===== src/rtl/mfsk_pkg.sv =====
// Shared state type, reset-table defaults and Gray decode helper for the
// M-ary FSK modulator.
package mfsk_pkg;

    typedef enum logic [0:0] {
        IDLE = 1'b0,
        RUN  = 1'b1
    } state_t;

    localparam int DEFAULT_BASE_DIV = 2;
    localparam int DEFAULT_STEP_DIV = 1;

    // Width-generic: bits above the caller's symbol width must be zero.
    function automatic logic [31:0] gray2bin(input logic [31:0] g);
        logic [31:0] b;
        b[31] = g[31];
        for (int i = 30; i >= 0; i--) begin
            b[i] = b[i+1] ^ g[i];
        end
        return b;
    endfunction

endpackage


===== src/rtl/mfsk_tone_gen.sv =====
// Square-wave tone generator: half-period counter with a >= compare so a
// divider lowered below the running count toggles next cycle instead of wrapping.
module mfsk_tone_gen
    import mfsk_pkg::*;
#(
    parameter int DIV_W = 8
) (
    input  logic             clk,
    input  logic             rst,
    input  logic [DIV_W-1:0] div,
    input  logic             enable,
    input  logic             restart,
    output logic             fsk_out
);

    logic [DIV_W-1:0] r_tcnt;
    logic             r_fsk;

    // NOTE: sequential state uses non-blocking assignments only, so every flop
    // samples pre-edge values regardless of statement order.
    always_ff @(posedge clk) begin
        if (rst) begin
            r_tcnt <= '0;
            r_fsk  <= 1'b0;
        end else if (restart) begin
            // New symbol: restart the half-period but hold the level.
            r_tcnt <= '0;
        end else if (!enable) begin
            r_tcnt <= '0;
            r_fsk  <= 1'b0;
        end else if (r_tcnt >= div) begin
            r_tcnt <= '0;
            r_fsk  <= ~r_fsk;
        end else begin
            r_tcnt <= r_tcnt + 1'b1;
        end
    end

    assign fsk_out = r_fsk;

endmodule


===== src/rtl/mfsk_mod.sv =====
// M-ary FSK modulator top: symbol handshake, symbol-length counter, tone table.
// Optional macro MFSK_GRAY_EN Gray-decodes the accepted symbol before use.
module mfsk_mod
    import mfsk_pkg::*;
#(
    parameter int BITS_PER_SYM = 1,
    parameter int DIV_W        = 8,
    parameter int LEN_W        = 16,
    parameter int BASE_DIV     = DEFAULT_BASE_DIV,
    parameter int STEP_DIV     = DEFAULT_STEP_DIV
) (
    input  logic                    clk,
    input  logic                    rst,
    input  logic [BITS_PER_SYM-1:0] sym_in,
    input  logic                    sym_valid,
    input  logic [LEN_W-1:0]        sym_len,
    output logic                    sym_ready,
    input  logic                    cfg_we,
    input  logic [BITS_PER_SYM-1:0] cfg_addr,
    input  logic [DIV_W-1:0]        cfg_div,
    output logic                    fsk_out,
    output logic [BITS_PER_SYM-1:0] tone_idx,
    output logic                    busy,
    output logic                    underrun
);

    localparam int M = 1 << BITS_PER_SYM;

    state_t                  r_state;
    logic [LEN_W-1:0]        r_scnt;
    logic [LEN_W-1:0]        r_len;
    logic [BITS_PER_SYM-1:0] r_tone;
    logic                    r_underrun;
    logic [DIV_W-1:0]        r_div [M];

    logic                    w_last;
    logic                    w_accept;
    logic                    w_run_next;
    logic [BITS_PER_SYM-1:0] w_sym_tone;

    assign w_last     = (r_state == RUN) && (r_scnt == r_len);
    assign sym_ready  = (r_state == IDLE) || w_last;
    assign w_accept   = sym_valid && sym_ready;
    assign w_run_next = w_accept || ((r_state == RUN) && !w_last);

`ifdef MFSK_GRAY_EN
    assign w_sym_tone = BITS_PER_SYM'(gray2bin(32'(sym_in)));
`else
    assign w_sym_tone = sym_in;
`endif

    always_ff @(posedge clk) begin
        if (rst) begin
            r_state    <= IDLE;
            r_scnt     <= '0;
            r_len      <= '0;
            r_tone     <= '0;
            r_underrun <= 1'b0;
        end else begin
            r_underrun <= 1'b0;
            if (w_accept) begin
                r_state <= RUN;
                r_scnt  <= '0;
                r_len   <= sym_len;
                r_tone  <= w_sym_tone;
            end else if (w_last) begin
                r_state    <= IDLE;
                r_scnt     <= '0;
                r_underrun <= 1'b1;
            end else if (r_state == RUN) begin
                r_scnt <= r_scnt + 1'b1;
            end
        end
    end

    // NOTE: the tone table is a small register file, not RAM, so it is reset
    // to its defined power-up tones like any other state.
    always_ff @(posedge clk) begin
        if (rst) begin
            for (int i = 0; i < M; i++) begin
                r_div[i] <= DIV_W'(BASE_DIV + i * STEP_DIV);
            end
        end else if (cfg_we) begin
            r_div[cfg_addr] <= cfg_div;
        end
    end

    mfsk_tone_gen #(
        .DIV_W (DIV_W)
    ) u_tone_gen (
        .clk     (clk),
        .rst     (rst),
        .div     (r_div[r_tone]),
        .enable  (w_run_next),
        .restart (w_accept),
        .fsk_out (fsk_out)
    );

    assign tone_idx = r_tone;
    assign busy     = (r_state == RUN);
    assign underrun = r_underrun;

endmodule

===== config.mk =====
export PLATFORM = sky130hd
export DESIGN_NAME = mfsk_mod
export DESIGN_NICKNAME = d
export VERILOG_FILES = /design/src/rtl/mfsk_pkg.sv /design/src/rtl/mfsk_tone_gen.sv /design/src/rtl/mfsk_mod.sv
export SDC_FILE = /design/constraint.sdc
export NUM_CORES = 1
export LEC_CHECK = 0
export ABC_AREA = 1
export ABC_CLOCK_PERIOD_IN_PS = 2280
export BUFFER_PORTS_ARGS = -buffer_cell sky130_fd_sc_hd__buf_2
export CORE_ASPECT_RATIO = 1.2
export CORE_MARGIN = 10
export CORE_UTILIZATION = 35
export DETAILED_ROUTE_END_ITERATION = 8
export PLACE_DENSITY = 0.53
export SLEW_MARGIN = 5
export SYNTH_ARGS = -nofsm -noshare
export SYNTH_HDL_FRONTEND = slang
export SYNTH_SLANG_ARGS = --single-unit
export TNS_END_PERCENT = 50

===== constraint.sdc =====
create_clock -name clk -period 2.28 [get_ports clk]
set_clock_uncertainty 0.05 [all_clocks]
set_input_delay 0.228 -clock clk [delete_from_list [all_inputs] [get_ports clk]]
set_output_delay 0.228 -clock clk [all_outputs]
set_load 0.05 [all_outputs]

==> flow_metrics.py, run 1 <==
metrics = {
    "logic_synthesis": {
        "ys_top_cells_by_count": "111 x nand2_1, 66 x inv_1, 64 x nor2_1, 45 x dfxtp_1, 31 x nand3_1",
        "synth_most_common_cell": "nand2_1",
        "syn-num-nets": 481,
        "synth_area_sq_um": 3192,
        "async_reset_ff_share_pct": 0,
        "synth_seq_cells": 61,
        "yosysSeqAreaShare_pct": 43.28,
        "yosysTopAreaCell": "dfxtp_1",
        "synth_edf_count": 16,
        "synth.avg_cell_area_sq_um": 7.238,
        "syn_inst": 441,
        "ys_types": 28,
        "synth_top_area_share_pct": 28.22,
        "yosysWarnings": 0,
        "synth.area.top_cells": "dfxtp_1 28%, edfxtp_1 15%, nand2_1 13%, inv_1 7.8%, nor2_1 7.5%",
        "synthFlopType": "dfxtp_1",
    },
    "timing": {
        "min_period_ns": 2.118,
        "fmax_ghz": 0.4722,
        "setup_viol": 0,
        "report.final.slew_viol_count": 0,
        "min_period_over_period_pct": 92.88,
        "tns_ns": 0,
        "slew_headroom_pct": 75.79,
        "worstMarginPinSlew_ns": 0.3623,
        "rsz0062_at_grt": "no",
        "hold_violations": 0,
    },
    "layout": {
        "nNetsFinal": 518,
        "drive_above_1_share_pct": 15.11,
        "finish.utilization_pct": 41.34,
        "area_growth_pct": 16.39,
        "fillCellCount": 970,
        "stdcell_area_sq_um": 3715,
        "antenna_cells": 0,
    },
    "global_route": {
        "track_usage_pct": 11.11,
        "grt_max_degree": 37,
        "antenna_found_initial": 0,
        "grt_pass1_vias": 2639,
        "grt-ovfl-total": 0,
        "grt_pass1_wl_mm": 12.10,
    },
    "min_path": {
        "worstHoldStart": "rst",
        "hold_path_class": "primary input to flop",
    },
    "die": {
        "die_x_um": 107.2,
        "io_pins": 35,
        "rows": 38,
        "die_h_um": 124.6,
        "die_area_sq_um": 13360,
        "core_sq_um": 8986,
        "start_util_pct": 35.52,
    },
    "worst_setup_path": {
        "startpoint": "r_scnt[5]",
        "cpMostUsedCell": "nand2_1",
        "cp_top_family": "simple AND/OR/NAND/NOR gates",
        "cp_slowest_cell": "dfxtp_1",
        "cp_cell_sequence": "inv_2, nand2_1, nand2_1, nor2_1, nand2_1, nor2_2, nand2_4, nand2_8, buf_4",
        "slowest_delay_ns": 0.48,
        "worstPathArrival_ns": 1.84,
        "worstSetupPathType": "flop to primary output",
        "critPathMaxFanout": 35,
        "cp-end-kind": "primary output",
        "cp.required_ns": 2.00,
        "start_kind": "flop",
        "crit_buf_inv": 2,
        "r2r_slack_ns": 0.32,
    },
    "detailed_routing": {
        "drt-pass1-iter-count": 4,
        "drt-total-wl_mm": 7.009,
        "drt_drc_violations_left": 0,
        "drt-initial-drc-count": 92,
        "routedWlPerCell_um": 11.62,
        "vias_per_cell": 4.501,
        "ant_nets": 0,
        "num_vias": 2714,
    },
    "power": {
        "peakVddDrop_uv": 294.9,
        "netSwitchingPower_mw": 0.7168,
        "power_frac_comb_pct": 12.5,
        "p_clk_share_pct": 43.4,
        "swShare_pct": 26.09,
        "p_leak_nw": 1.663,
        "p_int_mw": 2.031,
        "seqPwrFrac_pct": 44.1,
        "power_per_cell_area_nw_per_um2": 739.7,
    },
    "job": {
        "cap_violations": 0,
    },
    "clock_tree": {
        "clkTransAtPathRegs_ns": 0.07,
        "tritoncts": "yes",
        "cts-root-buf": "clkbuf_8",
        "clkLatencyLatePin_ns": 0.35,
        "cts_max_level": 3,
        "clock_sinks": 61,
        "cts_buffers": 9,
        "cts_max_path_buffers": 2,
    },
    "run_status": {
        "status": "finished, final reports clean",
    },
    "place": {
        "io_buffers": 34,
        "placed_area_sq_um": 3456,
        "place_congestion": 0.7541,
        "dp_hpwl_mm": 5.288,
    },
}
-- metrics by stage --
stage	total power [mW]	setup slack, ns	hold WS, ns	cells
3_5_place_dp	1.585	0.2089	0.4012	586
5_1_grt	2.876	0.01079	0.09913	603
2_1_floorplan	1.499	0.1757	0.2573	441
6_report	2.748	0.1624	0.08696	603
3_3_place_gp	1.579	0.3040	0.3993	586
4_1_cts	2.779	0.06199	0.07702	602
-- power by group through the flow --
stage / Clock (mW) / Combinational (mW) / Sequential (mW)
global placement: 0 / 0.340 / 1.24
detailed placement: 0 / 0.348 / 1.24
floorplan: 0 / 0.264 / 1.23
global route: 1.26 / 0.396 / 1.22
finish: 1.19 / 0.342 / 1.21
CTS: 1.22 / 0.348 / 1.21
-- timing repair --
action / in CTS / in global routing
setup buffers: 0 / 1
hold buffers: 0 / 0
setup endpoints to repair: 0 / 9
gates resized for setup: 0 / 3
-- final timing paths --
| path | depth (start not counted) | to |
|---|---|---|
| setup / recovery | 9 | sym_ready |
| hold / removal | 2 | underrun |
| setup reg to reg | 11 | u_tone_gen.r_tcnt[3] |
| hold reg to reg | 1 | u_tone_gen.r_tcnt[0] |
-- area by class of cell --
| type | instances | area (sq um) | share of cell area (%) |
|---|---|---|---|
| Multi-Input combinational cell | 293 | 1446 | 38.94 |
| Sequential cell | 61 | 1383 | 37.22 |
| Timing Repair Buffer | 39 | 210.2 | 5.658 |
| Tap cell | 120 | 150.1 | 4.042 |
| Clock inverter | 7 | 123.9 | 3.334 |
| Clock buffer | 9 | 123.9 | 3.334 |
| Inverter | 74 | 277.8 | 7.477 |
-- routing by layer --
| layer | wire, um | global-route usage, % | up-vias |
|---|---|---|---|
| met5 | 0 | 0 | - |
| met3 | 341 | 3.675 | 7 |
| met1 | 2985 | 12.28 | 1222 |
| met2 | 3581 | 19.22 | 44 |
| met4 | 102 | 3.831 | 0 |
| li1 | - | - | 1441 |
-- kinds of logic after synthesis --
logic type,Yosys count,synth area share [%]
XOR/XNOR,11,3.018
AO/OA/AOI/OAI,33,5.214
multiplexers,8,2.548
buffers and inverters,87,11.41
adder cells (fa/ha/maj),10,3.920
AND/OR/NAND/NOR,231,30.62
flip-flops,61,43.28
-- flip-flops by register name, summed over array words and instances (netlist names), named ones only --
| name | count |
|---|---|
| busy | 1 |
| r_div | 16 |
| r_len | 16 |
| r_scnt | 16 |
| tone_idx | 1 |
| u_tone_gen.fsk_out | 1 |
| u_tone_gen.r_tcnt | 8 |
| underrun | 1 |
-- layout by cell type, fill, tap and decap left out, types with 2 or more instances in the layout --
cell type  instances
ha_1              10
buf_2             33
edfxtp_1          16
a21oi_1           30
mux2i_1            7
nand3_1           31
nor3_1            12
clkinv_4           3
dfxtp_1           44
nand2_1          111
buf_4              6
inv_1             66
clkbuf_8           9
nor2_2             4
nand4_1            5
nor2_1            64
xor2_1             7
o21ai_0            2
inv_2              8
xnor2_1            4
bufinv_16          3
Note: power is estimated with default switching activity, not from simulation.
==> inputs of run 2 (changes only) <==
--- a/config.mk
+++ b/config.mk
@@ -12,6 +12,7 @@
 export CORE_MARGIN = 10
 export CORE_UTILIZATION = 35
 export DETAILED_ROUTE_END_ITERATION = 8
+export HOLD_SLACK_MARGIN = 0.15
 export PLACE_DENSITY = 0.53
 export SLEW_MARGIN = 5
 export SYNTH_ARGS = -nofsm -noshare
==> run 2 against run 1 <==
Compared with the run above:
- routed wire length grew 2.0%
- hold slack improved by 0.069 ns
- sequential power about the same
- sequential share of layout area decreased by 1.4 points
- register-to-register slack better by 0.02 ns
- clock power about the same
- design area increased by 4.0%
- utilization up 1.7 points
- fmax about the same
==> flow_metrics.py, run 2 (synthesized netlist as in run 1, its figures left out) <==
metrics = {
    "layout": {
        "stdcell_count": 618,
        "multi_input_area_sq_um": 1446,
        "antenna_cells": 0,
        "final-seq-area_sq_um": 1383,
        "stdcell_area_sq_um": 3865,
        "nNetsFinal": 533,
        "fillCellCount": 950,
        "drive_above_1_share_pct": 14.66,
        "final_cell_mix": "111 x nand2_1, 66 x inv_1, 64 x nor2_1",
        "reg_top3": "r_div: 16 flops, r_len: 16 flops, r_scnt: 16 flops",
        "layout_commonest_cell": "nand2_1",
        "finish.utilization_pct": 43.01,
        "area_growth_pct": 21.09,
    },
    "global_route": {
        "antenna_found_initial": 0,
        "track_usage_pct": 11.38,
        "grt_max_degree": 37,
        "grt_pass1_wl_mm": 12.39,
        "grt-ovfl-total": 0,
        "grt_pass1_vias": 2712,
    },
    "place": {
        "place_inst": 586,
        "place_congestion": 0.7541,
        "dp_hpwl_mm": 5.288,
        "io_buffers": 34,
        "placement.setup.worst_slack_ns": 0.2089,
        "placed_area_sq_um": 3456,
    },
    "clock_tree": {
        "cts-root-buf": "clkbuf_8",
        "cts_max_level": 3,
        "cts_max_path_buffers": 2,
        "clkLatencyLatePin_ns": 0.34,
        "clock_sinks": 61,
        "tritoncts": "yes",
        "cts_buffers": 9,
        "clkTransAtPathRegs_ns": 0.07,
    },
    "detailed_routing": {
        "ant_nets": 0,
        "routedWlPerCell_um": 11.57,
        "drt-pass1-iter-count": 4,
        "num_vias": 2772,
        "drt-total-wl_mm": 7.149,
        "vias_per_cell": 4.485,
        "drt-initial-drc-count": 87,
        "drt_drc_violations_left": 0,
    },
    "timing": {
        "hold_ws_ns": 0.1555,
        "fin_ws_ns": 0.1634,
        "rsz0062_at_grt": "no",
        "fmax_ghz": 0.4724,
        "hold_violations": 0,
        "tns_ns": 0,
        "min_period_over_period_pct": 92.83,
        "report.final.slew_viol_count": 0,
        "setup_viol": 0,
        "min_period_ns": 2.117,
        "slew_headroom_pct": 75.97,
        "worstMarginPinSlew_ns": 0.3595,
    },
    "worst_setup_path": {
        "crit_buf_inv": 2,
        "critPathMaxFanout": 35,
        "start_kind": "flop",
        "worstSetupPathType": "flop to primary output",
        "cp_cell_sequence": "inv_2, nand2_1, nand2_1, nor2_1, nand2_1, nor2_2, nand2_4, nand2_8, buf_4",
        "cpMostUsedCell": "nand2_1",
        "worstPathArrival_ns": 1.84,
        "r2r_slack_ns": 0.34,
        "cp.required_ns": 2.00,
        "cp-end-kind": "primary output",
        "slowest_delay_ns": 0.48,
        "cp_top_family": "simple AND/OR/NAND/NOR gates",
        "cp_slowest_cell": "dfxtp_1",
    },
    "job": {
        "cap_violations": 0,
    },
    "die": {
        "io_pins": 35,
        "start_util_pct": 35.52,
        "die_x_um": 107.2,
        "die_area_sq_um": 13360,
        "rows": 38,
        "die_h_um": 124.6,
        "core_sq_um": 8986,
    },
    "power": {
        "peakVddDrop_uv": 294.9,
        "p_total_mw": 2.763,
        "power_per_cell_area_nw_per_um2": 714.8,
        "p_leak_nw": 1.723,
    },
    "run_status": {
        "status": "finished, final reports clean",
    },
    "min_path": {
        "hold_path_class": "primary input to flop",
    },
}
-- run 2: cell count changes in the layout (fill, tap and decap cells not counted) --
cell           change
dlygate4sd3_1     +15
-- run 2: repair_timing --
action                                  4_1_cts  5_1_grt
endpoints found under the setup margin        0        9
hold buffers                                 15        0
hold endpoints to repair                     18        0
gates resized for setup                       0        3
setup buffers                                 0        1
-- run 2: worst paths after layout --
check,startpoint,end,depth (start not counted)
min reg2reg,u_tone_gen.r_tcnt[0],u_tone_gen.r_tcnt[0],1
max,r_scnt[5],sym_ready,9
min,sym_len[6],r_len[6],5
max reg2reg,flop,u_tone_gen.r_tcnt[3],11
-- run 2: layer usage --
layer / up-vias / share of wire, % / routed length, um / GRT usage, %
met1: 1244 / 41 / 2950 / 12.34
met4: 0 / 1.5 / 106 / 4.150
li1: 1471 / - / - / -
met3: 8 / 5.0 / 361 / 3.830
met2: 49 / 52 / 3729 / 19.80
met5: - / 0 / 0 / 0
-- run 2: final cells by class --
| cell class | instances | share of cell area, % |
|---|---|---|
| clock inverter | 7 | 3.205 |
| sequential | 61 | 35.77 |
| tap | 120 | 3.885 |
| clock buffer | 9 | 3.205 |
| multi-input combinational | 293 | 37.42 |
| inverter | 74 | 7.187 |
| timing repair buffer | 54 | 9.323 |
-- run 2: worst min-delay path, cell delays in order --
cell and delay (ns):
buf_2 0.07, inv_1 0.03, nand3_1 0.06, nand2_1 0.05
nor2_1 0.07
-- run 2: power by group --
group	internal [mW]	switching, mW
logic	0.145	0.217
registers	1.17	0.0405
clock network	0.731	0.458
==> inputs of run 3 (changes only) <==
--- a/config.mk
+++ b/config.mk
@@ -10,10 +10,11 @@
 export BUFFER_PORTS_ARGS = -buffer_cell sky130_fd_sc_hd__buf_2
 export CORE_ASPECT_RATIO = 1.2
 export CORE_MARGIN = 10
-export CORE_UTILIZATION = 35
+export CORE_UTILIZATION = 58
 export DETAILED_ROUTE_END_ITERATION = 8
 export HOLD_SLACK_MARGIN = 0.15
-export PLACE_DENSITY = 0.53
+export PLACE_DENSITY = 0.8
+export SETUP_SLACK_MARGIN = 0.5
 export SLEW_MARGIN = 5
 export SYNTH_ARGS = -nofsm -noshare
 export SYNTH_HDL_FRONTEND = slang
==> run 3 against run 2 <==
Compared with the run above:
- via count rose by 6.8%
- combinational power increased by 27%
- setup slack gained 0.17 ns
- design area rose by 4.6%
- fmax rose by 8.7%
- sequential cell count unchanged
- hold slack got worse by 0.0046 ns
- total power shrank 2.5%
- critical endpoint is now u_tone_gen.r_tcnt[5]
==> flow_metrics.py, run 3 (synthesized netlist as in run 1, its figures left out) <==
metrics = {
    "die": {
        "rows": 29,
        "core_sq_um": 5298,
        "io_pins": 35,
        "die_h_um": 101.3,
        "die_area_sq_um": 8883,
        "die_x_um": 87.72,
        "start_util_pct": 60.25,
    },
    "power": {
        "p_total_mw": 2.695,
        "peakVddDrop_uv": 487.0,
        "power_per_cell_area_nw_per_um2": 666.4,
        "p_leak_nw": 1.798,
    },
    "layout": {
        "nNetsFinal": 547,
        "stdcell_count": 574,
        "antenna_cells": 0,
        "finish.utilization_pct": 76.33,
        "layout_commonest_cell": "nand2_1",
        "stdcell_area_sq_um": 4044,
        "drive_above_1_share_pct": 23.05,
        "final_cell_mix": "107 x nand2_1, 65 x inv_1, 58 x nor2_1",
        "area_growth_pct": 26.70,
        "reg_top3": "r_div: 16 flops, r_len: 16 flops, r_scnt: 16 flops",
    },
    "detailed_routing": {
        "drt-pass1-iter-count": 4,
        "drt-total-wl_mm": 8.227,
        "num_vias": 2961,
        "drt-initial-drc-count": 181,
        "drt_drc_violations_left": 0,
        "routedWlPerCell_um": 14.33,
        "vias_per_cell": 5.159,
        "ant_nets": 0,
    },
    "worst_setup_path": {
        "worstSetupPathType": "flop to flop",
        "cp-end-kind": "flop",
        "r2r_cells": 13,
        "r2r_slack_ns": 0.33,
        "cp_cell_sequence": "buf_12, mux2_4, ha_4, nand2_2, nand3_2, nand2_1, nand2_1, nand2_1, nand2_2, inv_2, nand4_1, buf_6, nor2_1",
        "cp.required_ns": 2.48,
        "worstPathArrival_ns": 2.15,
        "cp_top_family": "simple AND/OR/NAND/NOR gates",
        "critPathMaxFanout": 8,
        "cpMostUsedCell": "nand2_1",
        "start_kind": "flop",
        "cp_slowest_cell": "dfxtp_4",
        "rr_endpoint": "u_tone_gen.r_tcnt[5]",
        "slowest_delay_ns": 0.36,
        "crit_buf_inv": 3,
    },
    "global_route": {
        "grt-ovfl-total": 0,
        "track_usage_pct": 18.99,
        "grt_pass1_wl_mm": 13.25,
        "antenna_found_initial": 0,
        "grt_pass1_vias": 2925,
        "grt_max_degree": 23,
    },
    "timing": {
        "fin_ws_ns": 0.3333,
        "report.final.slew_viol_count": 0,
        "rsz0062_at_grt": "yes",
        "min_period_ns": 1.947,
        "worstMarginPinSlew_ns": 0.3694,
        "tns_ns": 0,
        "hold_violations": 0,
        "hold_ws_ns": 0.1509,
        "fmax_ghz": 0.5137,
        "slew_headroom_pct": 75.31,
        "min_period_over_period_pct": 85.38,
        "setup_viol": 0,
    },
    "job": {
        "cap_violations": 0,
    },
    "min_path": {
        "hold_path_class": "primary input to flop",
        "worstHoldStart": "sym_len[11]",
        "hold_end": "r_len[11]",
        "hold_path_depth": 5,
    },
    "place": {
        "placement.setup.worst_slack_ns": 0.05800,
        "place_congestion": 0.8610,
        "dp_hpwl_mm": 5.328,
        "io_buffers": 34,
        "place_inst": 528,
        "placed_area_sq_um": 3400,
    },
    "clock_tree": {
        "cts_buffers": 9,
        "cts-root-buf": "clkbuf_8",
        "clkLatencyLatePin_ns": 0.36,
        "cts_max_level": 3,
        "clock_sinks": 61,
        "tritoncts": "yes",
        "clkTransAtPathRegs_ns": 0.08,
        "cts_max_path_buffers": 2,
    },
    "run_status": {
        "status": "finished, final reports clean",
    },
}
==> run 3: cell types whose count changed in the layout (fill, tap and decap cells not counted), sizes merged <==
cell / change
buf: +7
bufinv: -2
clkinv: -2
clkinvlp: +1
dlygate4sd3: +6
inv: +3
nand2: +1
==> run 3: power by group <==
group | switching, mW | total, mW | internal [mW]
Sequential | 0.0493 | 1.22 | 1.17
Combinational | 0.261 | 0.459 | 0.198
Clock | 0.493 | 1.01 | 0.521
Total | 0.804 | 2.69 | 1.89
==> run 3: how the worst max path moves through the flow <==
stage / slack, ns / to / cells past startpoint
6_report: 0.33 / u_tone_gen.r_tcnt[5] / 13
5_1_grt: 0.24 / u_tone_gen.r_tcnt[0] / 13
4_1_cts: 0.36 / u_tone_gen.r_tcnt[1] / 11
3_5_place_dp: 0.06 / u_tone_gen.r_tcnt[1] / 10
3_3_place_gp: 0.26 / u_tone_gen.r_tcnt[0] / 10
2_1_floorplan: 0.47 / u_tone_gen.r_tcnt[0] / 12
==> run 3: area by class of cell <==
class	count	area [sq um]
Tap cell	62	77.57
Multi-Input combinational cell	294	1572
Sequential cell	61	1414
Inverter	74	277.8
Fill cell	404	1254
Timing Repair Buffer	67	496.7
Clock buffer	9	123.9
Clock inverter	7	82.58
==> run 3: timing repair <==
action	4_1_cts	5_1_grt
cloned	1	0
hold endpoints to repair	25	0
buffers inserted	7	1
endpoints found under the setup margin	11	61
hold buffers	21	0
gates resized for setup	19	32
pin swaps	7	14
==> run 3: tightest hold or removal path, stage by stage <==
cell     delay, ns
buf_2         0.08
inv_1         0.03
nand3_1       0.06
nand2_1       0.05
nor2_1        0.07
==> run 3: metal layers <==
metal | vias to the layer above | global-route usage [%] | part of all wire [%]
li1 | 1511 | - | -
met1 | 1369 | 18.23 | 37
met2 | 60 | 36.43 | 56
met3 | 21 | 3.052 | 2.6
met4 | 0 | 11.18 | 3.6
met5 | - | 0 | 0
